<file path="src/rtl/tdm_demux.sv">
// Receive side of a TDM link: collects one serial sample per valid cycle into a
// parallel frame, presents complete frames with a strobe, and tracks frame lock.
module tdm_demux #(
    parameter  int WIDTH    = 1,
    parameter  int CHANNELS = 2,
    localparam int CW       = $clog2(CHANNELS)
) (
    input  logic                      clk,
    input  logic                      rst,
    input  logic [WIDTH-1:0]          din,
    input  logic                      din_valid,
    input  logic                      frame_start,
    output logic [CHANNELS*WIDTH-1:0] dout,
    output logic                      dout_valid,
    output logic [CW-1:0]             ch_idx,
    output logic                      locked,
    output logic                      frame_err
);

    localparam logic [CW-1:0] LAST_CH = CW'(CHANNELS - 1);
    localparam logic [CW-1:0] ONE_CH  = CW'(1);

    typedef enum logic {
        HUNT,
        COLLECT
    } state_t;

    state_t                      r_state;
    logic [CW-1:0]               r_ch_idx;
    logic [CHANNELS*WIDTH-1:0]   r_stage;
    logic [CHANNELS*WIDTH-1:0]   r_dout;
    logic                        r_dout_valid;
    logic                        r_locked;
    logic                        r_frame_err;
    logic [CHANNELS*WIDTH-1:0]   w_frame;

    // Staged frame with the current sample merged into its slot, so the final
    // sample of a frame reaches dout in the same edge it is accepted.
    always_comb begin
        // NOTE: full default before the partial write keeps this purely combinational.
        w_frame = r_stage;
        w_frame[int'(r_ch_idx)*WIDTH +: WIDTH] = din;
    end

    always_ff @(posedge clk) begin
        if (rst) begin
            r_state      <= HUNT;
            r_ch_idx     <= '0;
            r_stage      <= '0;
            r_dout       <= '0;
            r_dout_valid <= 1'b0;
            r_locked     <= 1'b0;
            r_frame_err  <= 1'b0;
        end else begin
            // NOTE: non-blocking throughout; every reg below is sampled pre-edge.
            r_dout_valid <= 1'b0;
            r_frame_err  <= 1'b0;
            if (din_valid) begin
                case (r_state)
                    HUNT: begin
                        if (frame_start) begin
                            r_stage[WIDTH-1:0] <= din;
                            r_ch_idx           <= ONE_CH;
                            r_state            <= COLLECT;
                        end else if (r_locked) begin
                            r_frame_err <= 1'b1;
                            r_locked    <= 1'b0;
                        end
                    end
                    COLLECT: begin
                        if (frame_start) begin
                            // Premature start: drop the partial frame and restart at slot 0.
                            r_frame_err        <= 1'b1;
                            r_locked           <= 1'b0;
                            r_stage[WIDTH-1:0] <= din;
                            r_ch_idx           <= ONE_CH;
                        end else begin
                            r_stage <= w_frame;
                            if (r_ch_idx == LAST_CH) begin
                                r_dout       <= w_frame;
                                r_dout_valid <= 1'b1;
                                r_locked     <= 1'b1;
                                r_ch_idx     <= '0;
                                r_state      <= HUNT;
                            end else begin
                                r_ch_idx <= r_ch_idx + ONE_CH;
                            end
                        end
                    end
                    default: r_state <= HUNT;
                endcase
            end
        end
    end

    assign dout       = r_dout;
    assign dout_valid = r_dout_valid;
    assign ch_idx     = r_ch_idx;
    assign locked     = r_locked;
    assign frame_err  = r_frame_err;

endmodule

</file>
<file path="config.mk">
export PLATFORM = sky130hd
export DESIGN_NAME = tdm_demux
export DESIGN_NICKNAME = d
export VERILOG_FILES = /design/src/rtl/tdm_demux.sv
export SDC_FILE = /design/constraint.sdc
export NUM_CORES = 1
export LEC_CHECK = 0
export ABC_CLOCK_PERIOD_IN_PS = 1850
export BUFFER_PORTS_ARGS = -buffer_cell sky130_fd_sc_hd__buf_4
export CORE_AREA = 2 2 39 41
export CTS_CLUSTER_SIZE = 24
export DETAILED_ROUTE_END_ITERATION = 16
export DIE_AREA = 0 0 41 43
export RECOVER_POWER = 25
export SLEW_MARGIN = 20
export SYNTH_ARGS = -nofsm -noshare
export SYNTH_HDL_FRONTEND = slang
export SYNTH_SLANG_ARGS = --single-unit
</file>
<file path="constraint.sdc">
create_clock -name clk -period 1.85 [get_ports clk]
set_input_delay 0.37 -clock clk [delete_from_list [all_inputs] [get_ports clk]]
set_output_delay 0.37 -clock clk [all_outputs]
set_load 0.03 [all_outputs]
</file>
## Word level (Yosys, flattened, before mapping)

Cells that the tools add are included.

- Register bits after elaboration: 9
- Bits of input ports: 5
- Output and inout bits: 6
- Logic and storage cells: 44

- $add $sub $neg: 2
- Equality and inequality tests: 3
- Shift-type cells: 2
- Mux-type cells: 20
- Bitwise logic cells: 3
- Reduce and logical (&&, ||, !) cells: 6

Operators by type and width:

| operator | number |
|---|---|
| $neg 1->33 | 1 |
| $shift 1x33->2 const A | 1 |
| $shiftx 1x33->2 | 1 |
| $mux 1 | 14 |
| $pmux 1 s2 | 5 |
| $reduce_and 3->1 | 2 |
| $ne 2x2->1 const B | 2 |
| $reduce_and 4->1 | 1 |
| $reduce_or 4->1 | 1 |
| $ne 3x2->1 const B | 1 |
| $not 1->1 | 3 |
| $bwmux 2 | 1 |
| $reduce_and 2->1 | 1 |
| $reduce_or 2->1 | 1 |
| $add 1x1->1 const B | 1 |

## Longest topological paths before layout

Gate-level depths: netlist (run 1).

- Depth after elaboration: 5
- Depth in mapped cells: 3
- Depth with buffers taken out: 3

## Worst setup path before layout (run 1)

Ideal clock, no wire load.

- Kind: register to register
- Start point: reg r_ch_idx (netlist: ch_idx)
- End point: reg r_locked (netlist: locked)
- Library setup time: 70 ps
- Arrival time: 1130 ps
- Data required time: 1780 ps
- Path slack: 650 ps
- Cell stages (with the launch flop): 4
- Path buffers: 0
- Period minus slack after synthesis: 1200 ps
- Path through: dfxtp_1 -> a21oi_1 -> or3b_1 -> a21oi_1

- Cells in the longest elaborated chain, start to end: 2

RTL lines:

| item | RTL line | RTL |
|---|---|---|
| start: declaration | 29 | `logic [CW-1:0] r_ch_idx;` |
| start signal: assignment | 86 | `r_ch_idx <= r_ch_idx + ONE_CH;` |
| $ne 3x2->1 (no line) | -- |  |
| $reduce_and 3->1 (no line) | -- |  |
| end signal: assignment | 52 | `r_locked <= 1'b0;` |
| end signal: assignment | 67 | `r_locked <= 1'b0;` |
| end signal: assignment | 74 | `r_locked <= 1'b0;` |
| end: declaration | 33 | `logic r_locked;` |

No other way between the ends.
A chain may end at the register's enable or synchronous reset.

## Worst setup path in the final report (run 1)

- Start point: reg r_ch_idx (netlist: ch_idx)
- End point: out ch_idx

RTL lines:

| item | RTL line | RTL |
|---|---|---|
| end: declaration | 15 | `output logic [CW-1:0] ch_idx,` |

No word-level cell between the ends.

==> flow_metrics.tcl, run 1 <==
set metrics [dict create \
    outcome "finished, final reports clean" \
    coreArea_um2 1384 \
    rows 14 \
    crit_path_end_kind "primary output" \
    reg2reg_depth 3 \
    syn_nets 43 \
    synth.distinct_cells 17 \
    ctsHoldBuffers 0 \
    grt_max_degree 10 \
    p_per_area_nw_per_um2 804.2 \
    grt.overflow.total 0 \
    start_util_pct 23.69 \
    htreeDepth 1 \
    yosys-top-cells-area "dfxtp_1 (49%), a21oi_1 (7.6%), nand2_1 (5.7%)" \
    r2r_start "ch_idx" \
    syn-cell-area_um2 327.8 \
    crit_type "register to primary output" \
    post-synth-top-count-cell "dfxtp_1" \
    cp_num_cells 1 \
    final_antenna_net_count 0 \
    setup_viol_count_final 0 \
    async_flop_share_pct 0 \
    track_usage_pct 9.173 \
    startpoint "ch_idx" \
    drcViolationCount 0 \
    cp_slowest_cell "dfxtp_1" \
    max_freq_mhz 794.2 \
    drv_slew 0 \
    crit_path_start_kind "register" \
    slowest_delay_ps 430 \
    wl_per_cell_um 9.576 \
    post_cts_buffers 0 \
    clk_latency_ps 250 \
    grt_antenna_before_repair 0 \
    rsz0062_at_grt "false" \
    io_buffers 10 \
    vias 294 \
    slew_headroom_pct 81.83 \
    clk_pin_slew_worst_paths_ps 60 \
    cts_made_buffers 3 \
    fin_worst_skew_ps 3.168 \
    firstDrtPassIters 1 \
    total_power_uw 355.2 \
    tightestPinTransition_ps 269.7 \
    postSynthAreaPerCell_um2 8.627 \
    fin_nets 57 \
    maxCapViolations 0 \
    postPlaceCellArea_um2 419.2 \
    dp.cells 63 \
    fp.dieArea_um2 1763 \
    diodes 0 \
    cts_buffer_depth 2 \
    io_pins 11 \
    rr_endpoint "locked" \
    instances_no_fill 66 \
    hold_viol 0 \
    synth_top_area_share_pct 48.85 \
    synth_area_leader_cell "dfxtp_1" \
    peakVddDrop_mv 0.2632 \
    hold_start "rst" \
    synthFlopType "dfxtp_1" \
    via_per_inst 4.455 \
    worstPathRequired_ps 1480 \
    grt_pass1_vias 244 \
    min_to "dout[1]" \
    synth_common_cells "dfxtp_1 (8), a21oi_1 (5), nand2_1 (5)" \
    cts_root_buf "clkbuf_4" \
    yosysSeqAreaShare_pct 48.85 \
    drt_iter0_drc 0 \
    finalCritPeriodShare_pct 68.06 \
    cp_num_buf_inv 1 \
    final.setup.tns_ps 0 \
    fin_crit_ps 1259 \
    syn2layout_area_growth_pct 34.73 \
    crit_path_max_fanout 7 \
    fp.dieW_um 41 \
    cp_cell_sequence "buf_4" \
    wl_um 632 \
    synth-edff-count 0 \
    whs_path_depth 2 \
    fin_area_um2 441.7 \
    critPathTopFamily "flip-flops" \
    hp-class "primary input to register" \
    leakagePower_nw 0.1833 \
    cts_sinks 8 \
    routabilityCongestion 0.6495 \
    die_y_um 43 \
    drive_above_1_share_pct 26.00 \
    cts_tree "yes" \
    grt_first_pass_wirelength_um 1048 \
    cts_resized 0 \
    reg2reg_slack_ps 770 \
    yosysWarnings 0 \
    synth_seq_cells 8 \
    synth_cells 38 \
    arrival_ps 890 \
]
-- logic make-up after synthesis --
logic type	synth area share, %
buffers and inverters	3.435
AOI/OAI and AO/OA	16.79
muxes	3.054
and+or+nand+nor	27.86
DFF	48.85
-- worst max path at each step --
stage	end	slack, ps
2_1_floorplan	locked	650
3_3_place_gp	locked	770
3_5_place_dp	locked	750
4_1_cts	ch_idx	580
5_1_grt	ch_idx	540
6_report	ch_idx	590
-- cell type report --
class,count,area (um^2)
clock buffer,3,22.52
fill,157,942.2
inverter,2,7.507
multi-input combinational,27,156.4
sequential,8,160.2
tap,16,20.02
timing repair buffer,10,75.07
-- layer usage --
metal	global-route usage (%)	routed length, um	vias to the layer above
li1	-	-	155
met4	6.000	8	0
met1	12.38	305	128
met5	0	0	-
met2	10.94	273	9
met3	4.712	45	2
-- flip-flops by register name, indices dropped and copies added (netlist names) --
| name | flops |
|---|---|
| dout | 2 |
| r_stage | 1 |
| frame_err | 1 |
| locked | 1 |
| r_state | 1 |
| ch_idx | 1 |
| dout_valid | 1 |
-- stage by stage --
stage                     hold slack [ps]  setup WS [ps]  utilization [%]
after floorplan                     432.4          650.1                -
after CTS                           333.8          581.0            31.92
after detailed placement            450.0          752.6            30.29
after global routing                336.4          544.7            31.92
after global placement              445.9          766.3            30.29
final                               338.4          590.9            31.92
-- report_power, final --
part	switching (mW)	total (mW)	internal, mW
Sequential	0.00713	0.185	0.178
Combinational	0.0192	0.0367	0.0176
Clock	0.0592	0.133	0.0742
Total	0.0855	0.355	0.270
-- layout by cell type (no fill, tap or decap) --
| master | netlist | final |
|---|---|---|
| a21oi_1 | 5 | 5 |
| buf_4 | 0 | 10 |
| nor3_1 | 1 | 1 |
| mux2i_1 | 1 | 1 |
| nor2b_1 | 2 | 2 |
| a22oi_1 | 1 | 1 |
| clkbuf_4 | 0 | 3 |
| o21ai_0 | 3 | 3 |
| a211oi_1 | 1 | 1 |
| and4b_1 | 1 | 1 |
| nand4b_1 | 1 | 1 |
| dfxtp_1 | 8 | 8 |
| or3b_1 | 1 | 1 |
| nand2b_1 | 2 | 2 |
| inv_1 | 2 | 2 |
| nand2_1 | 5 | 5 |
| nor2_1 | 2 | 2 |
| nor3b_1 | 1 | 1 |
(Power assumes the default switching activity.)
==> run 2, diff against run 1 <==
--- a/config.mk
+++ b/config.mk
@@ -5,7 +5,8 @@
 export SDC_FILE = /design/constraint.sdc
 export NUM_CORES = 1
 export LEC_CHECK = 0
-export ABC_CLOCK_PERIOD_IN_PS = 1850
+export ABC_AREA = 1
+export ABC_CLOCK_PERIOD_IN_PS = 1100
 export BUFFER_PORTS_ARGS = -buffer_cell sky130_fd_sc_hd__buf_4
 export CORE_AREA = 2 2 39 41
 export CTS_CLUSTER_SIZE = 24
==> constraint.sdc (replaced) <==
create_clock -name clk -period 1.1 [get_ports clk]
set_input_delay 0.22 -clock clk [delete_from_list [all_inputs] [get_ports clk]]
set_output_delay 0.22 -clock clk [all_outputs]
set_load 0.03 [all_outputs]
==> flow_metrics.tcl, run 2 <==
set metrics [dict create \
    postSynthAreaPerCell_um2 7.267 \
    clkPwrFrac_pct 36.3 \
    cts_root_buf "clkbuf_4" \
    fin_nets 72 \
    seqPwrFrac_pct 50.1 \
    postLayoutCoreUtil_pct 36.08 \
    fillers 146 \
    clk_latency_ps 260 \
    wl_per_cell_um 8.914 \
    p_per_area_nw_per_um2 1254 \
    post-synth-top-count-cell "nand2_1" \
    io_buffers 10 \
    htreeDepth 1 \
    synthFlopType "dfxtp_1" \
    power_switching_uw 167.2 \
    rows 14 \
    synth.distinct_cells 15 \
    critPathTopFamily "flip-flops" \
    grt_pass1_vias 277 \
    fp.dieW_um 41 \
    instances_no_fill 81 \
    maxCapViolations 0 \
    synth-edff-count 0 \
    diodes 0 \
    synth_common_cells "nand2_1 (16), dfxtp_1 (8), inv_1 (6)" \
    crit_path_end_kind "primary output" \
    die_y_um 43 \
    yosys-top-cells-area "dfxtp_1 (42%), nand2_1 (16%), inv_1 (6.0%)" \
    crit_path_start_kind "register" \
    coreArea_um2 1384 \
    track_usage_pct 9.739 \
    internal_power_uw 458.7 \
    via_per_inst 4.296 \
    setup_viol_count_final 0 \
    grt.overflow.total 0 \
    synth_cells 52 \
    syn-cell-area_um2 377.9 \
    routabilityCongestion 0.7610 \
    total_power_uw 625.9 \
    slowest_delay_ps 400 \
    rsz0062_at_grt "false" \
    clk_pin_slew_worst_paths_ps 50 \
    peakVddDrop_mv 0.3708 \
    synth_adder_area_share_pct 0 \
    finalCritPeriodShare_pct 95.06 \
    mostFrequentLayoutCells "nand2_1 (16), buf_4 (10), inv_1 (7), dfxtp_1 (7)" \
    drv_slew 0 \
    outcome "finished, final reports clean" \
    synth_seq_cells 8 \
    drcViolationCount 0 \
    firstDrtPassIters 4 \
    fin_crit_ps 1046 \
    synth_compound_area_share_pct 9.603 \
    cts_buffer_depth 2 \
    muxShareOfSynthArea_pct 0 \
    max_freq_mhz 956.3 \
    syn_nets 57 \
    cts_tree "yes" \
    synth_area_leader_cell "dfxtp_1" \
    layout.cells.most_common "nand2_1" \
    final.setup.tns_ps 0 \
    io_pins 11 \
    cp_cell_sequence "buf_4" \
    grt_antenna_before_repair 0 \
    synthXorXnorAreaFrac_pct 0 \
    crit_type "register to primary output" \
    ctsHoldBuffers 0 \
    p_sw_share_pct 26.72 \
    start_util_pct 27.31 \
    worstPathRequired_ps 880 \
    yosysWarnings 0 \
    async_flop_share_pct 0 \
    final_antenna_net_count 0 \
    leakagePower_nw 0.2393 \
    tightestPinTransition_ps 166.7 \
    yosys.area_share.simple_pct 39.07 \
    arrival_ps 830 \
    drt_iter0_drc 6 \
    combPwrFrac_pct 13.6 \
    cts_sinks 8 \
    hp-class "primary input to register" \
    cts_made_buffers 3 \
    syn2layout_area_growth_pct 32.12 \
    hold_viol 0 \
    vias 348 \
    hpwl_um 546.2 \
    dp.cells 78 \
    crit_path_max_fanout 8 \
    yosysSeqAreaShare_pct 42.38 \
    slew_headroom_pct 88.87 \
    largest_reg_flops 2 \
    grt_first_pass_wirelength_um 1097 \
    fp.dieArea_um2 1763 \
    fin_worst_skew_ps 5.233 \
    wl_um 722 \
    synth_top_family_by_area "simple AND/OR/NAND/NOR gates" \
    cp_num_buf_inv 1 \
    cp_slowest_cell "dfxtp_4" \
    grt_max_degree 9 \
    drive_above_1_share_pct 30.77 \
    synth_top_area_share_pct 42.38 \
]
==> run 2: cell families (layout without fill, tap and decap cells) <==
logic type	after synthesis	count (layout)
AND/OR/NAND/NOR	29	29
buffers and inverters	9	22
flip-flops	8	8
AO/OA/AOI/OAI	6	6
==> run 2: metrics by stage <==
stage / instance area [um^2] / hold WS [ps] / setup slack [ps]
4_1_cts: 499.2 / 154.8 / 45.92
3_5_place_dp: 473.0 / 435.3 / 154.8
6_report: 499.2 / 162.4 / 54.33
5_1_grt: 499.2 / 152.2 / 20.93
2_1_floorplan: 377.9 / 289.1 / 57.97
3_3_place_gp: 473.0 / 432.2 / 160.5
==> run 2: per-layer routing <==
layer  GRT usage, %  part of all wire, %
met5              0                    0
met4          10.00                  3.9
met3          3.141                  3.2
met2          11.25                   43
met1          12.86                   49
==> run 2: layout make-up <==
type | count | area, um^2 | area share [%]
sequential | 8 | 163.9 | 32.83
timing repair buffer | 10 | 75.07 | 15.04
tap | 16 | 20.02 | 4.010
multi-input combinational | 35 | 183.9 | 36.84
inverter | 9 | 33.78 | 6.767
clock buffer | 3 | 22.52 | 4.511
==> run 2: final timing paths <==
kind	startpoint	end	slack [ps]	cells past startpoint
hold reg to reg	r_stage[0]	dout[0]	470	2
setup reg to reg	r_state	dout[0]	160	6
setup / recovery	ch_idx	ch_idx	50	1
hold / removal	rst	ch_idx	160	2
==> run 2: power by group through the flow <==
stage,clock network (mW),registers [mW],logic [mW]
final,0.227,0.313,0.0854
after global routing,0.253,0.314,0.0946
after CTS,0.241,0.313,0.0855
after detailed placement,0,0.320,0.0854
after global placement,0,0.320,0.0845
after floorplan,0,0.327,0.0426
==> run 2: repair_timing <==
action	in CTS	in global routing
buffers inserted	0	0
gates resized for setup	2	0
setup endpoints to repair	1	0
hold endpoints to repair	0	0
